File: src/rtl/fetch_pkg.sv
// fetch_pkg: shared types and constants for the instruction fetch stage.
package fetch_pkg;
  typedef enum logic [1:0] {IDLE, FETCH, HALT} fetch_state_t;
  localparam logic [1:0] WB_WIDTH_WORD = 2'b10;
  localparam logic [31:0] INST_STEP = 32'd4;
  typedef struct packed {
    logic [31:0] pc;
    logic [31:0] inst;
  } fetch_entry_t;
endpackage

File: src/rtl/fetch_fifo.sv
// fetch_fifo: instruction buffer; flush beats push, push+pop legal even when full.
module fetch_fifo import fetch_pkg::*; #(
  parameter int DEPTH = 2
) (
  input  logic         clk,
  input  logic         nRst,
  input  logic         push_i,
  input  logic         pop_i,
  input  logic         flush_i,
  input  fetch_entry_t din_i,
  output logic         full_o,
  output logic         empty_o,
  output fetch_entry_t head_o
);
  localparam int AW = $clog2(DEPTH);
  localparam int CW = AW + 1;
  fetch_entry_t mem_q [DEPTH];
  logic [AW-1:0] rd_q, wr_q;
  logic [CW-1:0] cnt_q;
  logic push_ok, pop_ok;
  assign full_o  = cnt_q == CW'(DEPTH);
  assign empty_o = cnt_q == '0;
  assign pop_ok  = pop_i & !empty_o;
  assign push_ok = push_i & (!full_o | pop_ok);
  assign head_o  = mem_q[rd_q];
  always_ff @(posedge clk or negedge nRst) begin
    if (!nRst) begin
      for (int i = 0; i < DEPTH; i++) mem_q[i] <= '0;
      rd_q  <= '0;
      wr_q  <= '0;
      cnt_q <= '0;
    end else if (flush_i) begin
      rd_q  <= '0;
      wr_q  <= '0;
      cnt_q <= '0;
    end else begin
      if (push_ok) begin
        mem_q[wr_q] <= din_i;
        wr_q        <= wr_q + AW'(1);
      end
      if (pop_ok) rd_q <= rd_q + AW'(1);
      cnt_q <= cnt_q + CW'(push_ok) - CW'(pop_ok);
    end
  end
endmodule

File: src/rtl/fetch_unit.sv
// fetch_unit: Wishbone instruction fetch with buffered valid/ready output and redirect flush.
// FETCH_ALIGN_CHECK_EN: misaligned redirects trap into HALT with fault raised.
module fetch_unit import fetch_pkg::*; #(
  parameter logic [31:0] RESET_PC   = 32'h0000_0000,
  parameter int          FIFO_DEPTH = 2
) (
  input  logic        clk,
  input  logic        nRst,
  output logic        mem_cyc_o,
  output logic        mem_stb_o,
  output logic        mem_we_o,
  output logic [31:0] mem_addr_o,
  output logic [1:0]  mem_width_o,
  input  logic [31:0] mem_data_read_i,
  input  logic        mem_ack_i,
  input  logic        redirect_valid_i,
  input  logic [31:0] redirect_pc_i,
  output logic        inst_valid_o,
  input  logic        inst_ready_i,
  output logic [31:0] inst_o,
  output logic [31:0] inst_pc_o,
  output logic        fault_o
);
  fetch_state_t state_q, state_d;
  logic [31:0] pc_q, pc_d, tgt_pc;
  logic misalign, full, empty, accept;
  fetch_entry_t head;
`ifdef FETCH_ALIGN_CHECK_EN
  assign tgt_pc   = redirect_pc_i;
  assign misalign = |redirect_pc_i[1:0];
`else
  assign tgt_pc   = redirect_pc_i & ~32'h3;
  assign misalign = 1'b0;
`endif
  always_ff @(posedge clk or negedge nRst) begin
    if (!nRst) state_q <= IDLE;
    else state_q <= state_d;
  end
  always_comb begin
    state_d = redirect_valid_i ? (misalign ? HALT : FETCH)
            : (state_q == IDLE ? FETCH : state_q);
  end
  always_comb begin
    mem_stb_o    = (state_q == FETCH) && !full;
    mem_cyc_o    = mem_stb_o;
    mem_we_o     = 1'b0;
    mem_addr_o   = pc_q;
    mem_width_o  = WB_WIDTH_WORD;
    inst_valid_o = !empty && !redirect_valid_i;
`ifdef FETCH_ALIGN_CHECK_EN
    fault_o      = state_q == HALT;
`else
    fault_o      = 1'b0;
`endif
  end
  // A redirect in the same cycle as ack throws that word away.
  assign accept = mem_stb_o & mem_ack_i & !redirect_valid_i;
  assign pc_d   = redirect_valid_i ? tgt_pc : (accept ? pc_q + INST_STEP : pc_q);
  always_ff @(posedge clk or negedge nRst) begin
    if (!nRst) pc_q <= RESET_PC;
    else pc_q <= pc_d;
  end
  fetch_fifo #(.DEPTH(FIFO_DEPTH)) u_fifo (
    .clk    (clk),
    .nRst   (nRst),
    .push_i (accept),
    .pop_i  (inst_valid_o & inst_ready_i),
    .flush_i(redirect_valid_i),
    .din_i  ('{pc: pc_q, inst: mem_data_read_i}),
    .full_o (full),
    .empty_o(empty),
    .head_o (head)
  );
  assign inst_o    = head.inst;
  assign inst_pc_o = head.pc;
endmodule

File: config.mk
export PLATFORM = sky130hd
export DESIGN_NAME = fetch_unit
export DESIGN_NICKNAME = d
export VERILOG_FILES = /design/src/rtl/fetch_pkg.sv /design/src/rtl/fetch_fifo.sv /design/src/rtl/fetch_unit.sv
export SDC_FILE = /design/constraint.sdc
export NUM_CORES = 1
export LEC_CHECK = 0
export CORE_MARGIN = 5
export CORE_UTILIZATION = 46
export CTS_BUF_LIST = sky130_fd_sc_hd__clkbuf_4 sky130_fd_sc_hd__clkbuf_8 sky130_fd_sc_hd__clkbuf_16
export CTS_CLUSTER_SIZE = 20
export DETAILED_ROUTE_END_ITERATION = 12
export PLACE_DENSITY_LB_ADDON = 0.25
export SETUP_SLACK_MARGIN = 0.3
export SLEW_MARGIN = 20
export SYNTH_ARGS = -nofsm -noshare
export SYNTH_HDL_FRONTEND = slang
export SYNTH_SLANG_ARGS = --single-unit
File: constraint.sdc
create_clock -name clk -period 1.8 [get_ports clk]
set_input_delay 0.36 -clock clk [delete_from_list [all_inputs] [get_ports clk]]
set_output_delay 0.36 -clock clk [all_outputs]
set_load 0.02 [all_outputs]
# --- After elaboration in Yosys (flattened, before gate mapping) ---
# Cells that the tools add are included.
word_totals:
  regBits: 166
  out_inout_bits: 103
classes:
  add_sub_neg: 5
  n_lt_le_gt_ge: 3
  eq_ne: 2
  n_mux: 15
  n_bitwise: 9
  reduce_logical: 13
op_table:
  columns: ["cell", "n"]
  rows:
  - ["$mux 64", 4]
  - ["$bwmux 128", 1]
  - ["$demux 64 s1", 1]
  - ["$mux 32", 2]
  - ["$add 32x3->32 const B", 1]
  - ["$reduce_bool 2->1", 4]
  - ["$mux 2", 3]
  - ["$and 1x1->1", 5]
  - ["$ge 2x2->1 const B", 2]
  - ["$logic_not 2->1", 2]
  - ["$mux 1", 4]
  - ["$not 1->2", 2]
  - ["$logic_and 1x1->1", 3]
  - ["$logic_not 1->1", 3]
  - ["$add 1x1->1 const B", 2]
  - ["$add 2x1->2", 1]
  - ["$eq 2x1->1 const B", 1]
  - ["$eq 2x2->1 const B", 1]
  - ["$lt 2x1->1 const B", 1]
  - ["$reduce_and 2->1", 1]
  - ["$sub 2x1->2", 1]
  - ["$not 1->1", 1]
  - ["$or 1x1->1", 1]

# --- Longest topological paths before layout ---
logic_depth:
  word_depth: 10
  ltp_mapped: 9

# --- By module ---
# Synthesis repeated with hierarchy kept, for this count alone.
unflattened:
  hier_cells: 589
  hier_area_um2: 7855.0
modules_own_cells:
  columns: ["module", "n_inst", "cells_per_inst", "area_each_um2"]
  rows:
  - ["fetch_fifo", 1, 370, 5949.5]
  - ["fetch_unit", 1, 219, 1905.6]

# --- Worst setup path after synthesis ---
# OpenSTA, ideal clock, no wires.
synth_timing:
  path_type: "register -> register"
  startpoint: "reg u_fifo.cnt_q[1]"
  endpoint: "reg u_fifo.mem_q[111] in the netlist's numbering"
  setup_time_ns: 0.125
  t_arrival_ns: 1.746
  required_time_ns: 1.675
  setup_slack_ns: -0.071
  stages_incl_launch_ff: 7
  cell_sequence: "dfrtp_1 > nor2b_4 > buf_6 > or2_1 > nor3_4 > buf_6 > mux2_2"
synth_between:
  elab_chain_cells: 8
synth_lines:
  columns: ["element", "line_no", "source"]
  rows:
  - ["start, declared", "fetch_fifo.sv:19", "logic [CW-1:0] cnt_q;"]
  - ["start signal, assigned", "fetch_fifo.sv:42", "cnt_q <= cnt_q + CW'(push_ok) - CW'(pop_ok);"]
  - ["$logic_not 2->1", "fetch_fifo.sv:22", "assign empty_o = cnt_q == '0;"]
  - ["$logic_not 1->1", "fetch_fifo.sv:23, fetch_unit.sv:49", null]
  - ["$logic_and 1x1->1", "fetch_unit.sv:49", "inst_valid_o = !empty && !redirect_valid_i;"]
  - ["$and 1x1->1", "fetch_unit.sv:67", ".pop_i (inst_valid_o & inst_ready_i),"]
  - ["$and 1x1->1", "fetch_fifo.sv:23", "assign pop_ok = pop_i & !empty_o;"]
  - ["$or 1x1->1", "fetch_fifo.sv:24", "assign push_ok = push_i & (!full_o | pop_ok);"]
  - ["$and 1x1->1 *", "fetch_fifo.sv:24", null]
  - ["$reduce_and 2->1 (no source line) *", null, null]
  - ["end signal, assigned by index", "fetch_fifo.sv:38", "mem_q[wr_q] <= din_i;"]
  - ["end, declared", "fetch_fifo.sv:17", "fetch_entry_t mem_q [DEPTH];"]
# Every way passes the cells marked *; elsewhere a longest branch is shown, timed or not.
# A chain may end at the register's enable or synchronous reset.

# --- Worst setup path after layout ---
layout_timing:
  startpoint: "reg u_fifo.rd_q"
  endpoint: "out inst_pc_o[12]"
layout_between:
  elab_chain_cells: 4
layout_lines:
  columns: ["element", "line_no", "source"]
  rows:
  - ["start, declared", "fetch_fifo.sv:18", "logic [AW-1:0] rd_q, wr_q;"]
  - ["start signal, assigned", "fetch_fifo.sv:41", "if (pop_ok) rd_q <= rd_q + AW'(1);"]
  - ["$not 1->2 (implied by the code)", "fetch_fifo.sv:25", "assign head_o = mem_q[rd_q];"]
  - ["$mux 64 (implied by the code) (3 in series)", "fetch_fifo.sv:25", null]
  - ["end, declared", "fetch_unit.sv:21", "output logic [31:0] inst_pc_o,"]
# Every way passes these cells. The select of a mux whose other input is x is not followed.

==> out/results.tsv <==
metric	value	unit
worst slack, placed	-0.461	ns
Synth top area share	53.7	%
R2R setup slack	-0.14	ns
Setup WS post-layout	-0.182	ns
largest net degree at the start of global routing	50	
status	finished with violations	
Tmin final	1.98	ns
All-Layer GR Usage	21.8	%
Max IR drop VDD	0.000746	V
placer congestion estimate	0.773	
initial drt markers	250	
Yosys top cell by area	dfrtp_1	
Routed WL	22100	um
reg2reg path depth	8	
first-pass GRT wire length	31300	um
Cell variety after synth	32	
die width	137	um
adder-cell share of the synthesized area	0.507	%
clk_lat worst skew	0.43	ns
Mean Syn Cell Area	13.3	um^2
depth of the CTS H-tree	4	
simple logic cell fraction of the synthesized area	7.23	%
Cells after Synth	557	
crit path kind	reg -> out	
CTS tree	built	
sequential-to-total area share from yosys stat	53.7	%
Worst Setup Start Kind	flip-flop	
Port Buffer Count	161	
final hold vios	0	
ys async rst share	100	%
Clock Sinks	159	
die area	18700	um^2
Hold WS	0.294	ns
Max Fclk	504	MHz
Post-synth EDFFs	0	
Final Max Tran Viols	0	
HP Class	in -> reg	
Arr. time, crit path	1.62	ns
Initial DRT Pass Iterations	4	
Mapped Area	7410	um^2
combinational family with the most area after synthesis	multiplexers	
routed len/inst	21.2	um
global route overflow	0	
ys flop type	dfrtp_1	
post-synthesis mux area share	28.7	%
worst endpoint required time	1.44	ns
post-detail-place hpwl	12500	um
Post-route DRC	0	
P_leak	5.44	nW
Reg clk slew, reported paths	0.06	ns
Compound-Gate Fraction of Synth Area	1.96	%
Num CTS Buffers	17	
Worst Setup End Kind	output pin	
Die Ht	137	um
xor-xnor portion of the synthesized cell area	3.78	%
antenna-violating nets left	0	
row cnt	46	
layout cell share with drive strength beyond 1	61.8	%
Root Driver	clkbuf_16	
via count	5549	
vias in the first global route	5667	
nets@finish	888	
#FFs+latches synth	159	
n_diodes	0	
worst-path maximum fanout	16	
synth top area cells	dfrtp_1, mux2_2, xor2_1	
skew final	0.0118	ns
Starting Density	46.8	%
Final Setup Violations	191	
Filler cells	950	
failing checks	negative setup slack	
initial antenna violation count	0	
total core area	15800	um^2
unrepaired setup endpoints after global routing	true	
vias per cell	5.31	
MaxCap Viol Count	0	
synth warn	0	
I/O pins	172	
Hold Crit Depth	2	
Layout area overhead	61.2	%
CTS max path bufs	2	
fin crit share	110	%
PwrDens	1170	nW/um^2
cells in the final DEF, fill, tap and decap left out, types with 7 or more instances in the layout:
| cell | instances |
|---|---|
| buf_12 | 19 |
| buf_16 | 11 |
| buf_2 | 50 |
| buf_4 | 48 |
| buf_6 | 70 |
| clkbuf_16 | 21 |
| clkdlybuf4s50_1 | 63 |
| conb_1 | 9 |
| dfrtp_1 | 131 |
| dfrtp_2 | 28 |
| mux2_2 | 51 |
| mux2_4 | 137 |
| nand2_1 | 32 |
| nand2_2 | 8 |
| nand3_2 | 8 |
| nand4_1 | 8 |
| nor4_4 | 9 |
| o21ai_1 | 28 |
| xnor2_1 | 7 |
| xor2_1 | 20 |
stage by stage:
| stage | TNS (ns) | power [mW] | utilization [%] | instances | cell area (um^2) |
|---|---|---|---|---|---|
| finish | -18.39 | 14.0 | 75.5 | 1045 | 11900 |
| global route | -27.12 | 14.6 | 75.5 | 1045 | 11900 |
| CTS | -16.78 | 13.2 | 69.1 | 1023 | 10900 |
| detailed placement | -63.28 | 9.26 | 62.3 | 952 | 9860 |
| global placement | -58.95 | 9.10 | 62.3 | 952 | 9860 |
| floorplan | -5.16 | 7.43 | - | 564 | 7750 |
path summary, 6_finish.rpt:
path | start | to
worst max-delay path | u_fifo.rd_q | inst_pc_o[12]
worst min-delay path | redirect_valid_i | u_fifo.cnt_q[0]
worst min register to register | u_fifo.mem_q[52] | u_fifo.mem_q[52]
worst max register to register | u_fifo.cnt_q[1] | u_fifo.mem_q[38]
max in group asynchronous | nRst | u_fifo.mem_q[43]
min in group asynchronous | nRst | u_fifo.mem_q[49]
Yosys cell counts, types with 9 or more instances:
cell type  number
o21ai_0        28
xor2_1         20
mux2_1         10
nand2_1        40
nand3_1        12
buf_6          13
buf_4          10
dfrtp_1       159
xnor2_1        12
nor4_1          9
mux2_2        178
clkbuf_1       16
final cells by class:
class                      count  area [um^2]  share of cell area (%)
multi-input combinational    362         4070                    34.1
sequential                   159         4010                    33.6
timing repair buffer         272         2900                    24.3
clock buffer                  20          460                    3.86
tap                          216          270                    2.26
clock inverter                12          205                    1.72
inverter                       4         17.5                   0.147
critical path, stage by stage (launching register included):
cell and delay (ns):
dfrtp_2 0.40, buf_4 0.13, buf_12 0.15, mux2_2 0.36, buf_2 0.16
layer usage:
metal  share of wire, %  global-route usage, %  vias to the layer above
li1                   -                      -                     2464
met1                 43                   28.7                     2892
met2                 51                   36.5                      155
met3                4.5                   4.04                       38
met4                2.3                   7.21                        0
met5                  0                      0                        -
cell families after synthesis:
family          after synthesis
mux                         189
compound gates               29
simple gates                100
buf+inv                      43
xor+xnor                     32
flops                       159
other cells                   2
fa+ha+maj                     3
timing repair:
action | 4_1_cts | 5_1_grt
setup buffers | 27 | 18
endpoints found under the setup margin | 245 | 241
endpoints found under the hold margin | 33 | 0
pin swaps | 4 | 41
gates cloned | 11 | 4
hold buffers | 1 | 0
resized for setup | 478 | 224
where the power goes:
group	switching [mW]	internal [mW]	total [mW]
Sequential	0.608	4.53	5.14
Combinational	1.99	2.78	4.76
Clock	1.52	2.57	4.08
Total	4.11	9.87	14.0
sequential cells by signal (all words and copies together) (netlist names):
register      flops
u_fifo.cnt_q      2
u_fifo.mem_q    124
u_fifo.wr_q       1
mem_addr_o       30
u_fifo.rd_q       1
state_q           1
No activity file was read; power rests on OpenSTA's default activity.
